<file path="config.mk">
export PLATFORM = sky130hd
export DESIGN_NAME = bus_transceiver_arbiter_flat
export DESIGN_NICKNAME = d
export VERILOG_FILES = /design/src/rtl/bus_transceiver_arbiter_if.sv /design/src/rtl/bus_transceiver_arbiter.sv /design/src/flat_wrapper.sv
export SDC_FILE = /design/constraint.sdc
export NUM_CORES = 1
export LEC_CHECK = 0
export CAP_MARGIN = 5
export CORE_UTILIZATION = 55
export CTS_CLUSTER_DIAMETER = 100
export CTS_CLUSTER_SIZE = 16
export DETAILED_ROUTE_END_ITERATION = 10
export GPL_TIMING_DRIVEN = 0
export HOLD_SLACK_MARGIN = 0.02
export PLACE_DENSITY_LB_ADDON = 0.15
export SETUP_SLACK_MARGIN = 0.1
export SKIP_CTS_REPAIR_TIMING = 1
export SLEW_MARGIN = 15
export SYNTH_ARGS = -nofsm -noshare
export SYNTH_HDL_FRONTEND = slang
export SYNTH_SLANG_ARGS = --single-unit
export TNS_END_PERCENT = 50
</file>
<file path="constraint.sdc">
create_clock -name clk -period 4.8 [get_ports clk]
set_clock_uncertainty 0.05 [all_clocks]
set_input_delay 1.44 -clock clk [delete_from_list [all_inputs] [get_ports clk]]
set_output_delay 1.44 -clock clk [all_outputs]
set_load 0.03 [all_outputs]
</file>
<file path="src/rtl/bus_transceiver_arbiter_if.sv">
// Bus bundle for bus_transceiver_arbiter: per-channel requests, priorities and data in,
// one arbitrated registered word out.
interface bus_transceiver_arbiter_if #(
  parameter int unsigned WIDTH    = 3,
  parameter int unsigned CHANNELS = 4
) ();
  logic                      flowvalve;
  logic [CHANNELS-1:0]       req;
  logic [CHANNELS-1:0]       prio;
  logic [CHANNELS*WIDTH-1:0] din;
  logic [WIDTH-1:0]          dout;
  logic                      dvalid;
  logic [CHANNELS-1:0]       grant;
  logic                      conflict;

  modport master (
    output flowvalve, req, prio, din,
    input  dout, dvalid, grant, conflict
  );

  modport slave (
    input  flowvalve, req, prio, din,
    output dout, dvalid, grant, conflict
  );
endinterface

</file>
<file path="src/rtl/bus_transceiver_arbiter.sv">
// Multiplexes CHANNELS source buses onto one registered bus using a priority-aware
// round-robin arbiter with bounded hold time, a global flowvalve gate and conflict flag.
module bus_transceiver_arbiter #(
  parameter int unsigned WIDTH    = 3,
  parameter int unsigned CHANNELS = 4,
  parameter int unsigned MAXHOLD  = 4
) (
  input  logic                            clk,
  input  logic                            rstn,
  bus_transceiver_arbiter_if.slave        bus_io
);
  localparam int unsigned IdxW = (CHANNELS > 1) ? $clog2(CHANNELS) : 1;
  localparam int unsigned HcW  = $clog2(MAXHOLD + 1);

  typedef enum logic [0:0] {StIdle, StOwn} state_e;

  state_e           state_q, state_d;
  logic [IdxW-1:0]  ptr_q, ptr_d;
  logic [IdxW-1:0]  owner_q, owner_d;
  logic [HcW-1:0]   hold_q, hold_d;
  logic [WIDTH-1:0] dout_q, dout_d;
  logic             dvalid_q, dvalid_d;
  logic             conflict_q, conflict_d;

  logic [CHANNELS-1:0] cand, owner_oh;
  logic [IdxW-1:0]     next_ptr;
  logic [IdxW:0]       idle_pick, pre_pick;
  logic                preempt;

  // Returns {found, index} of the first set bit of mask scanning start, start+1, ... mod CHANNELS.
  function automatic logic [IdxW:0] pick(input logic [CHANNELS-1:0] mask,
                                         input logic [IdxW-1:0]     start);
    logic [IdxW:0] res;
    int            j;
    res = '0;
    for (int k = int'(CHANNELS) - 1; k >= 0; k--) begin
      j = (int'(start) + k) % int'(CHANNELS);
      if (mask[IdxW'(j)]) res = {1'b1, IdxW'(j)};
    end
    return res;
  endfunction

  function automatic logic [WIDTH-1:0] word(input logic [CHANNELS*WIDTH-1:0] data,
                                            input logic [IdxW-1:0]           idx);
    return data[idx*WIDTH +: WIDTH];
  endfunction

  always_ff @(posedge clk) begin
    if (!rstn) begin
      state_q    <= StIdle;
      ptr_q      <= '0;
      owner_q    <= '0;
      hold_q     <= '0;
      dout_q     <= '0;
      dvalid_q   <= 1'b0;
      conflict_q <= 1'b0;
    end else begin
      state_q    <= state_d;
      ptr_q      <= ptr_d;
      owner_q    <= owner_d;
      hold_q     <= hold_d;
      dout_q     <= dout_d;
      dvalid_q   <= dvalid_d;
      conflict_q <= conflict_d;
    end
  end

  always_comb begin
    owner_oh          = '0;
    owner_oh[owner_q] = 1'b1;
    cand      = ((bus_io.req & bus_io.prio) != '0) ? (bus_io.req & bus_io.prio) : bus_io.req;
    next_ptr  = (owner_q == IdxW'(CHANNELS - 1)) ? '0 : owner_q + 1'b1;
    idle_pick = pick(cand, ptr_q);
    pre_pick  = pick(cand & ~owner_oh, next_ptr);
    // A low-class owner yields to any high-class request; an expired hold yields to its class.
    preempt   = (!bus_io.prio[owner_q] && ((bus_io.req & bus_io.prio & ~owner_oh) != '0)) ||
                ((hold_q == HcW'(MAXHOLD)) && ((cand & ~owner_oh) != '0));

    state_d    = state_q;
    ptr_d      = ptr_q;
    owner_d    = owner_q;
    hold_d     = hold_q;
    dout_d     = dout_q;
    dvalid_d   = 1'b0;
    conflict_d = ($countones(bus_io.req) > 1);

    unique case (state_q)
      StIdle: begin
        if (bus_io.flowvalve && (bus_io.req != '0)) begin
          state_d  = StOwn;
          owner_d  = idle_pick[IdxW-1:0];
          dout_d   = word(bus_io.din, idle_pick[IdxW-1:0]);
          dvalid_d = 1'b1;
          hold_d   = HcW'(1);
        end
      end
      StOwn: begin
        if (!bus_io.flowvalve) begin
          dvalid_d = 1'b0;
        end else if (!bus_io.req[owner_q]) begin
          state_d = StIdle;
          ptr_d   = next_ptr;
        end else if (preempt) begin
          ptr_d    = next_ptr;
          owner_d  = pre_pick[IdxW-1:0];
          dout_d   = word(bus_io.din, pre_pick[IdxW-1:0]);
          dvalid_d = 1'b1;
          hold_d   = HcW'(1);
        end else begin
          dout_d   = word(bus_io.din, owner_q);
          dvalid_d = 1'b1;
          if (hold_q != HcW'(MAXHOLD)) hold_d = hold_q + 1'b1;
        end
      end
      default: state_d = StIdle;
    endcase
  end

  always_comb begin
    bus_io.dout     = dout_q;
    bus_io.dvalid   = dvalid_q;
    bus_io.conflict = conflict_q;
    bus_io.grant    = (state_q == StOwn) ? owner_oh : '0;
  end
endmodule
</file>
<file path="src/flat_wrapper.sv">
// flat-port wrapper written by rule: the top's interface ports become plain ports
module bus_transceiver_arbiter_flat 
#(
  parameter int unsigned WIDTH    = 3,
  parameter int unsigned CHANNELS = 4,
  parameter int unsigned MAXHOLD  = 4
)
  (clk, rstn, bus_io_flowvalve, bus_io_req, bus_io_prio, bus_io_din, bus_io_dout, bus_io_dvalid, bus_io_grant, bus_io_conflict);
  bus_transceiver_arbiter_if #(.WIDTH(WIDTH), .CHANNELS(CHANNELS)) bus_io_i ();
  input  logic clk;
  input  logic rstn;
  input wire logic [$bits(bus_io_i.flowvalve)-1:0] bus_io_flowvalve;
  input wire logic [$bits(bus_io_i.req)-1:0] bus_io_req;
  input wire logic [$bits(bus_io_i.prio)-1:0] bus_io_prio;
  input wire logic [$bits(bus_io_i.din)-1:0] bus_io_din;
  output wire logic [$bits(bus_io_i.dout)-1:0] bus_io_dout;
  output wire logic [$bits(bus_io_i.dvalid)-1:0] bus_io_dvalid;
  output wire logic [$bits(bus_io_i.grant)-1:0] bus_io_grant;
  output wire logic [$bits(bus_io_i.conflict)-1:0] bus_io_conflict;
  assign bus_io_i.flowvalve = bus_io_flowvalve;
  assign bus_io_i.req = bus_io_req;
  assign bus_io_i.prio = bus_io_prio;
  assign bus_io_i.din = bus_io_din;
  assign bus_io_dout = bus_io_i.dout;
  assign bus_io_dvalid = bus_io_i.dvalid;
  assign bus_io_grant = bus_io_i.grant;
  assign bus_io_conflict = bus_io_i.conflict;
  bus_transceiver_arbiter #(.WIDTH(WIDTH), .CHANNELS(CHANNELS), .MAXHOLD(MAXHOLD)) u_core (.clk(clk), .rstn(rstn), .bus_io(bus_io_i));
endmodule
</file>
-- Word-level counts from Yosys, hierarchy flattened
Cells that the tools add are included.
- register bits after elaboration: 13
- bits in latches: 0
- RAM bits: 0
- bits in read-only memories: 0
- input port bits: 23
- output and inout bits: 9
- logic and storage cells: 128
- memories: 0
- add/subtract/negate cells: 11
- $mul: 3
- divide/modulo/power cells: 0
- order comparisons: 11
- equal/unequal tests: 9
- shifts and indexed selects: 3
- multiplexer cells: 65
- bitwise logic cells: 5
- reductions and logical operators: 14
- operators by type and width (operator ; count):
    12-bit by 5-bit indexed part select with 3-bit output ; 3
    32-bit adder ; 1
    32-bit by 2-bit > comparator with 1-bit output (second input constant) ; 1
    2-bit by 4-bit < comparator with 1-bit output (second input constant) ; 8
    2-bit two-way mux ; 15
    3-bit two-way mux ; 9
    1-bit two-way mux ; 23
    1-bit binary-select mux with 2-bit select ; 10
    4-bit nonzero test ; 4
    4-bit bitwise AND ; 3
    2-bit by 2-bit multiplier with 4-bit output (second input constant) ; 3
    3-bit one-hot mux with 2 select lines ; 2
    2-bit adder (second input constant) ; 4
    4-bit two-way mux ; 2
    4-bit AND reduction ; 2
    2-bit by 1-bit adder with 2-bit output (second input constant) ; 3
    2-bit inequality test (second input constant) ; 3
    3-bit inequality test (second input constant) ; 2
    3-bit AND reduction ; 2
    1-bit by 1-bit adder with 2-bit output ; 2
    1-bit logical AND ; 4
    2-bit by 1-bit inequality test with 1-bit output (second input constant) ; 2
    4-bit inverter ; 1
    1-bit one-hot mux with 2 select lines ; 2
    other kinds (10) ; 10

-- Longest topological paths before layout
Gate-level depths: netlist (run 1).
- depth in word-level cells: 19
- gate-level depth with buffers: 11
- depth with buffers taken out: 10

-- Worst setup path before layout (run 1)
OpenSTA, ideal clock, no wires.
- path kind: input -> register
- start: input port bus_io_req[2]
- end: register u_core.dout_q[1] (netlist: u_core.bus_io.dout[1])
- setup time: 0.136 ns
- arrival time: 3.420 ns
- setup slack: 1.194 ns
- cell stages on the path: 10
- buffers on the path: 2
- path through: buf_2 > a22o_1 > o31a_1 > o32ai_2 > o21a_2 > o211ai_2 > and2_1 > buf_6 > a2111oi_0 > a211oi_1
- cells in the longest elaborated chain, start to end: 17
- RTL lines (element ; line ; source):
    start: declaration ; flat_wrapper.sv:13 ; input wire logic [$bits(bus_io_i.req)-1:0] bus_io_req;
    4-bit bitwise AND ; bus_transceiver_arbiter.sv:71, bus_transceiver_arbiter.sv:76 ;
    4-bit nonzero test ; bus_transceiver_arbiter.sv:71 ; cand = ((bus_io.req & bus_io.prio) != '0) ? (bus_io.req & bus_io.prio) : bus_io.req;
    4-bit two-way mux ; bus_transceiver_arbiter.sv:71 ;
    4-bit bitwise AND ; bus_transceiver_arbiter.sv:74, bus_transceiver_arbiter.sv:77 ;
    1-bit binary-select mux with 2-bit select ; bus_transceiver_arbiter.sv:38 ; if (mask[IdxW'(j)]) res = {1'b1, IdxW'(j)};
    1-bit two-way mux (implied by the code) (2 in a row) ; bus_transceiver_arbiter.sv:38 ;
    2-bit two-way mux (4 in a row) ; bus_transceiver_arbiter.sv:38 ;
    2-bit by 2-bit multiplier with 4-bit output ; bus_transceiver_arbiter.sv:45 ; return data[idx*WIDTH +: WIDTH];
    12-bit by 5-bit indexed part select with 3-bit output ; bus_transceiver_arbiter.sv:45 ;
    3-bit two-way mux ; bus_transceiver_arbiter.sv:103 ; end else if (preempt) begin
    3-bit two-way mux ; bus_transceiver_arbiter.sv:100 ; end else if (!bus_io.req[owner_q]) begin
    3-bit two-way mux ; bus_transceiver_arbiter.sv:98 ; if (!bus_io.flowvalve) begin
    3-bit one-hot mux with 2 select lines ; bus_transceiver_arbiter.sv:87 ; unique case (state_q)
    end signal: assignment ; bus_transceiver_arbiter.sv:62 ; dout_q <= dout_d;
    end: declaration ; bus_transceiver_arbiter.sv:21 ; logic [WIDTH-1:0] dout_q, dout_d;
Parallel ways exist; a longest one is shown, timed or not. The select of a mux whose other input is x is not followed.
A chain may end at the register's enable or synchronous reset.

-- Worst setup path in the final report (run 1)
- start: input port bus_io_req[0]
- end: register u_core.dout_q[1] (netlist: u_core.bus_io.dout[1])
Same word-level chain as after synthesis.

==> impl_metrics.toml, run 1 <==
[die]
die_area_mm2 = 0.002844
core_area_mm2 = 0.002477
num_io_pins = 32
die_height_um = 53.33
die_w_um = 53.33
fp-row-count = 18
start_util_pct = 58.48

[sta]
rsz0062_at_grt = "no"
period_needed_ns = 4.240
setup_tns_ns = 0
timing.fmax_ghz = 0.2359
hold_violations = 0
final-setup-viol-count = 0
relSlewSlack_pct = 64.78
fin_crit_sh_pct = 88.32
fin_ws_ns = 0.5604
holdWs_ns = 0.4528
tightestPinTransition_ns = 0.5284
slew_viol_final = 0

[yosys]
synth_flop_cell = "dfxtp_1"
synth_area_mm2 = 0.001449
synthDistinctLibCells = 51
ys_seq_elements = 13
yosys.area_share.xor_xnor_pct = 0
avgSynthCellArea_um2 = 8.005
yosys.area_share.simple_pct = 21.59
synth_top_family_by_area = "compound AO/OA/AOI/OAI gates"
yosys-mux-area-fraction_pct = 6.822
synth_compound_area_share_pct = 34.37
async_flop_share_pct = 0
synth_edf_count = 0
ys_seq_area_share_pct = 17.96
synth_fa_ha_area_share_pct = 10.71
synth_cells = 181
synth_nets = 215
ys_warn_count = 0

[grt]
grt_pass1_vias = 1242
grt_pass1_wl_um = 5692
grt_antenna_before_repair = 0
grt_max_degree = 11
grt_overflow_total = 0
grt_use_total_pct = 27.66

[layout]
drive_gt1_share_pct = 8.920
num_antenna_cells = 0
fillCellCount = 211
nets = 248
fin_cells = 243
synthToLayoutAreaGrowth_pct = 23.83

[critical_path]
crit_type = "input pin to flip-flop"
r2r-start = "u_core.owner_q[0]$_SDFFE_PN0P_"
crit_arrival_ns = 4.34
endpoint_kind = "flip-flop"
r2r_end = "u_core.bus_io.dout[1]$_SDFFE_PN0P_"
cp-start-kind = "input pin"
rrSetupSlack_ns = 1.77
path_max_fanout = 9
cp.required_ns = 4.90
rr_worst_depth = 11

[hold_path]
hold_depth = 2
hold_path.class = "flip-flop to flip-flop"
hold_path_end = "u_core.hold_q[0]$_SDFFE_PN0P_"
min_from = "u_core.hold_q[0]$_SDFFE_PN0P_"

[clocking]
cts-buffers-inserted = 3
cts_sinks = 13
clock_latency_ns = 0.28
h-tree-depth = 1
clk_transition_reported_paths_ns = 0.08
clockBufferDepth = 2
cts_tree = "done"
cts_root_buf = "clkbuf_4"

[power_and_ir_drop]
powerDensity_mw_per_mm2 = 212.6
ir_worst_vdd_mv = 0.2823
leakagePower_nw = 0.7147

[placed_design]
numPortBuffers = 28
dp_hpwl_um = 2918
dp.cells = 239
gp_routability_congestion = 0.8914
place_ws_ns = 0.3026

[route]
drtAntennaViolNets = 0
drt_wl_total_um = 3560
drc = 0
firstDrtPassIters = 4
dr_total_vias = 1446
viasPerCell = 5.951
routedWlPerCell_um = 14.65
drtIter0Drc = 50

[run]
drv_cap = 0

[run_status]
status = "finished, final reports clean"
-- cells by family (layout without fill, tap and decap cells) --
| family | after synthesis | after routing |
|---|---|---|
| compound gates | 67 | 67 |
| simple gates | 58 | 58 |
| buf+inv | 24 | 56 |
| flops | 13 | 13 |
| fa+ha+maj | 12 | 12 |
| mux | 7 | 7 |
-- layout by cell type (no fill, tap or decap), types with 8 or more instances in the layout --
cell / count
and2_1: 11
a21oi_1: 8
inv_1: 13
nand2_1: 19
o21ai_0: 14
ha_1: 10
dfxtp_1: 13
clkdlybuf4s50_1: 28
-- per-stage QoR --
stage	util, %	area [um^2]	power (mW)
6_report	72.42	1794	0.3814
5_1_grt	72.42	1794	0.4068
4_1_cts	72.42	1794	0.3815
3_5_place_dp	71.31	1767	0.3132
3_3_place_gp	71.31	1767	0.3081
2_1_floorplan	-	1449	0.2547
-- power breakdown --
part           leakage [nW]  switching, mW  internal (mW)
logic                 0.590         0.0998         0.0864
clock network        0.0177         0.0379         0.0309
registers             0.107        0.00898          0.117
-- synth_stat cells (all sizes together), types with 2 or more instances --
library cell  number  area [um^2]
a21boi             4        30.03
a22o               3        26.28
clkbuf             4        15.01
o211a              2        20.02
a21oi              8        40.04
ha                10        125.1
mux4               2        48.80
a31oi              2        12.51
nand2             19        71.32
nand3b             5        37.54
inv               13        48.80
o211ai             3        27.52
a222oi             2        20.02
o21a               6        47.55
dfxtp             13        260.3
o21ai             15        75.07
a211oi             5        42.54
nor2b              5        31.28
a2111oi            3        26.28
and2              12        77.58
mux2i              5        50.05
buf                7        60.05
a22oi              2        15.01
o31a               2        17.52
o311ai             2        17.52
nand3              2        10.01
nand2b             5        31.28
nor2               5        18.77
-- flip-flops by register name, indices dropped and copies added, names as in the netlist --
| register | cells |
|---|---|
| u_core.hold_q | 3 |
| u_core.bus_io.dvalid | 1 |
| u_core.state_q | 1 |
| u_core.bus_io.dout | 3 |
| u_core.owner_q | 2 |
| u_core.ptr_q | 2 |
| u_core.bus_io.conflict | 1 |
-- routing by layer --
| layer | track usage [%] | up-vias | share of wire, % |
|---|---|---|---|
| met5 | 0 | - | 0 |
| met4 | 6.140 | 0 | 0.87 |
| met3 | 6.322 | 4 | 5.8 |
| met2 | 43.33 | 46 | 47 |
| met1 | 37.82 | 660 | 46 |
| li1 | - | 736 | - |
-- layout make-up --
cell class	instances	area [um^2]	share of cell area (%)
multi-input cells	144	1065	59.34
repair buffers	28	280.3	15.62
flip-flops and latches	13	260.3	14.50
plain buffers	11	75.07	4.184
inverters	13	48.80	2.720
well taps	30	37.54	2.092
clock buffers	3	22.52	1.255
clock inverters	1	5.005	0.2789
-- worst max-delay path, stage by stage --
cell	delay (ns)
clkdlybuf4s50_1	0.44
buf_6	0.15
a222oi_1	0.51
o21ai_0	0.20
nand2b_1	0.18
a211oi_1	0.40
a31oi_1	0.14
and2_1	0.21
buf_6	0.13
a2111oi_0	0.44
a211oi_1	0.10
-- worst max path at each step --
stage / start / end / slack, ns
after CTS: bus_io_req[0] / u_core.bus_io.dout[1]$_SDFFE_PN0P_ / 0.59
after global placement: bus_io_req[0] / u_core.bus_io.dout[2]$_SDFFE_PN0P_ / 0.28
after floorplan: bus_io_req[2] / u_core.bus_io.dout[1]$_SDFFE_PN0P_ / 1.19
after global routing: bus_io_req[1] / u_core.bus_io.dout[1]$_SDFFE_PN0P_ / 0.31
after detailed placement: bus_io_req[0] / u_core.bus_io.dout[1]$_SDFFE_PN0P_ / 0.30
final: bus_io_req[0] / u_core.bus_io.dout[1]$_SDFFE_PN0P_ / 0.56
Note: power is estimated with default switching activity, not from simulation.
==> inputs of run 2 (changes only) <==
--- a/config.mk
+++ b/config.mk
@@ -6,7 +6,7 @@
 export NUM_CORES = 1
 export LEC_CHECK = 0
 export CAP_MARGIN = 5
-export CORE_UTILIZATION = 55
+export CORE_UTILIZATION = 46
 export CTS_CLUSTER_DIAMETER = 100
 export CTS_CLUSTER_SIZE = 16
 export DETAILED_ROUTE_END_ITERATION = 10
==> constraint.sdc (replaced) <==
create_clock -name clk -period 3.73 [get_ports clk]
set_clock_uncertainty 0.05 [all_clocks]
set_input_delay 1.119 -clock clk [delete_from_list [all_inputs] [get_ports clk]]
set_output_delay 1.119 -clock clk [all_outputs]
set_load 0.03 [all_outputs]
==> impl_metrics.toml, run 2 (same netlist as run 1, synthesis figures left out) <==
[run_status]
status = "finished, final reports clean"

[sta]
period_needed_ns = 3.617
final-setup-viol-count = 0
holdWs_ns = 0.4598
relSlewSlack_pct = 52.23
fin_crit_sh_pct = 96.97
rsz0062_at_grt = "yes"
hold_violations = 0
tightestPinTransition_ns = 0.7134
fin_ws_ns = 0.1129
timing.fmax_ghz = 0.2765
slew_viol_final = 0

[critical_path]
cp-start-kind = "input pin"
endpoint_kind = "flip-flop"
r2r-start = "u_core.owner_q[0]$_SDFFE_PN0P_"
cp.required_ns = 3.83
crit_path_start = "bus_io_req[2]"
path_max_fanout = 10
crit_arrival_ns = 3.71
crit_type = "input pin to flip-flop"

[die]
start_util_pct = 47.85
die_area_mm2 = 0.003378
fp-row-count = 20
core_area_mm2 = 0.003028
die_w_um = 58.12
num_io_pins = 32
die_height_um = 58.12

[layout]
final_util_pct = 65.12
nets = 253
fin_cells = 262
layout_commonest_cell = "clkdlybuf4s50_1"
synthToLayoutAreaGrowth_pct = 36.10
drive_gt1_share_pct = 16.06
num_antenna_cells = 0
final_cell_mix = "27 x clkdlybuf4s50_1, 19 x nand2_1, 13 x inv_1, 13 x o21ai_0, 13 x dfxtp_1"

[clocking]
cts_tree = "done"
cts_sinks = 13
clockBufferDepth = 2
clock_latency_ns = 0.26
cts-buffers-inserted = 3
cts_root_buf = "clkbuf_4"
clk_transition_reported_paths_ns = 0.07
h-tree-depth = 1

[route]
drtIter0Drc = 62
dr_total_vias = 1508
drc = 0
drtAntennaViolNets = 0
routedWlPerCell_um = 14.07
firstDrtPassIters = 4
drt_wl_total_um = 3686
viasPerCell = 5.756

[grt]
grt_antenna_before_repair = 0
grt_max_degree = 11
grt_pass1_vias = 1353
grt_use_total_pct = 22.59
grt_pass1_wl_um = 6078
grt_overflow_total = 0

[placed_design]
numPortBuffers = 28
dp.cells = 253
place_ws_ns = -0.4699
gp_routability_congestion = 0.8776
dp_hpwl_um = 2892

[power_and_ir_drop]
powerDensity_mw_per_mm2 = 267.1
total_power_uw = 526.6
ir_worst_vdd_mv = 0.2443
leakagePower_nw = 0.7655

[run]
drv_cap = 0

[hold_path]
hold_path.class = "flip-flop to flip-flop"
min_from = "u_core.hold_q[0]$_SDFFE_PN0P_"
[run 2: final timing paths]
check,end,slack (ns),depth (start not counted)
max reg2reg,u_core.bus_io.dout[2]$_SDFFE_PN0P_,0.71,11
min reg2reg,u_core.hold_q[0]$_SDFFE_PN0P_,0.46,2
max,u_core.bus_io.dout[2]$_SDFFE_PN0P_,0.11,12
min,u_core.hold_q[0]$_SDFFE_PN0P_,0.46,2
[run 2: critical path: stages]
cell             delay, ns
clkdlybuf4s50_1       0.41
buf_2                 0.18
a222oi_1              0.42
buf_4                 0.21
o21ai_2               0.08
a41o_1                0.28
and2_4                0.16
a31oi_4               0.20
and2_4                0.17
buf_6                 0.14
mux2i_1               0.24
a211oi_2              0.10
[run 2: layout make-up]
type / instances / area, um^2
Buffer: 11 / 75.07
Tap cell: 44 / 55.05
Clock buffer: 4 / 26.28
Sequential cell: 13 / 260.3
Timing Repair Buffer: 33 / 320.3
Fill cell: 257 / 1056
Inverter: 13 / 48.80
Multi-Input combinational cell: 144 / 1186
[run 2: per-stage QoR]
| stage | area [um^2] | TNS [ns] |
|---|---|---|
| finish | 1972 | 0 |
| global route | 1972 | 0 |
| CTS | 1810 | -0.4985 |
| detailed placement | 1784 | -1.352 |
| global placement | 1784 | -1.296 |
| floorplan | 1449 | 0 |
[run 2: where the power goes]
group	total, mW	switching [mW]	internal, mW
clock	0.0812	0.0398	0.0413
sequential	0.164	0.0127	0.151
combinational	0.282	0.150	0.132
[run 2: routing by layer]
layer / track usage, % / share of wire (%) / vias to the layer above
met5: 0 / 0 / -
met4: 3.061 / 1.0 / 0
met3: 4.018 / 4.6 / 4
met2: 36.62 / 46 / 39
met1: 32.06 / 48 / 718
li1: - / - / 747
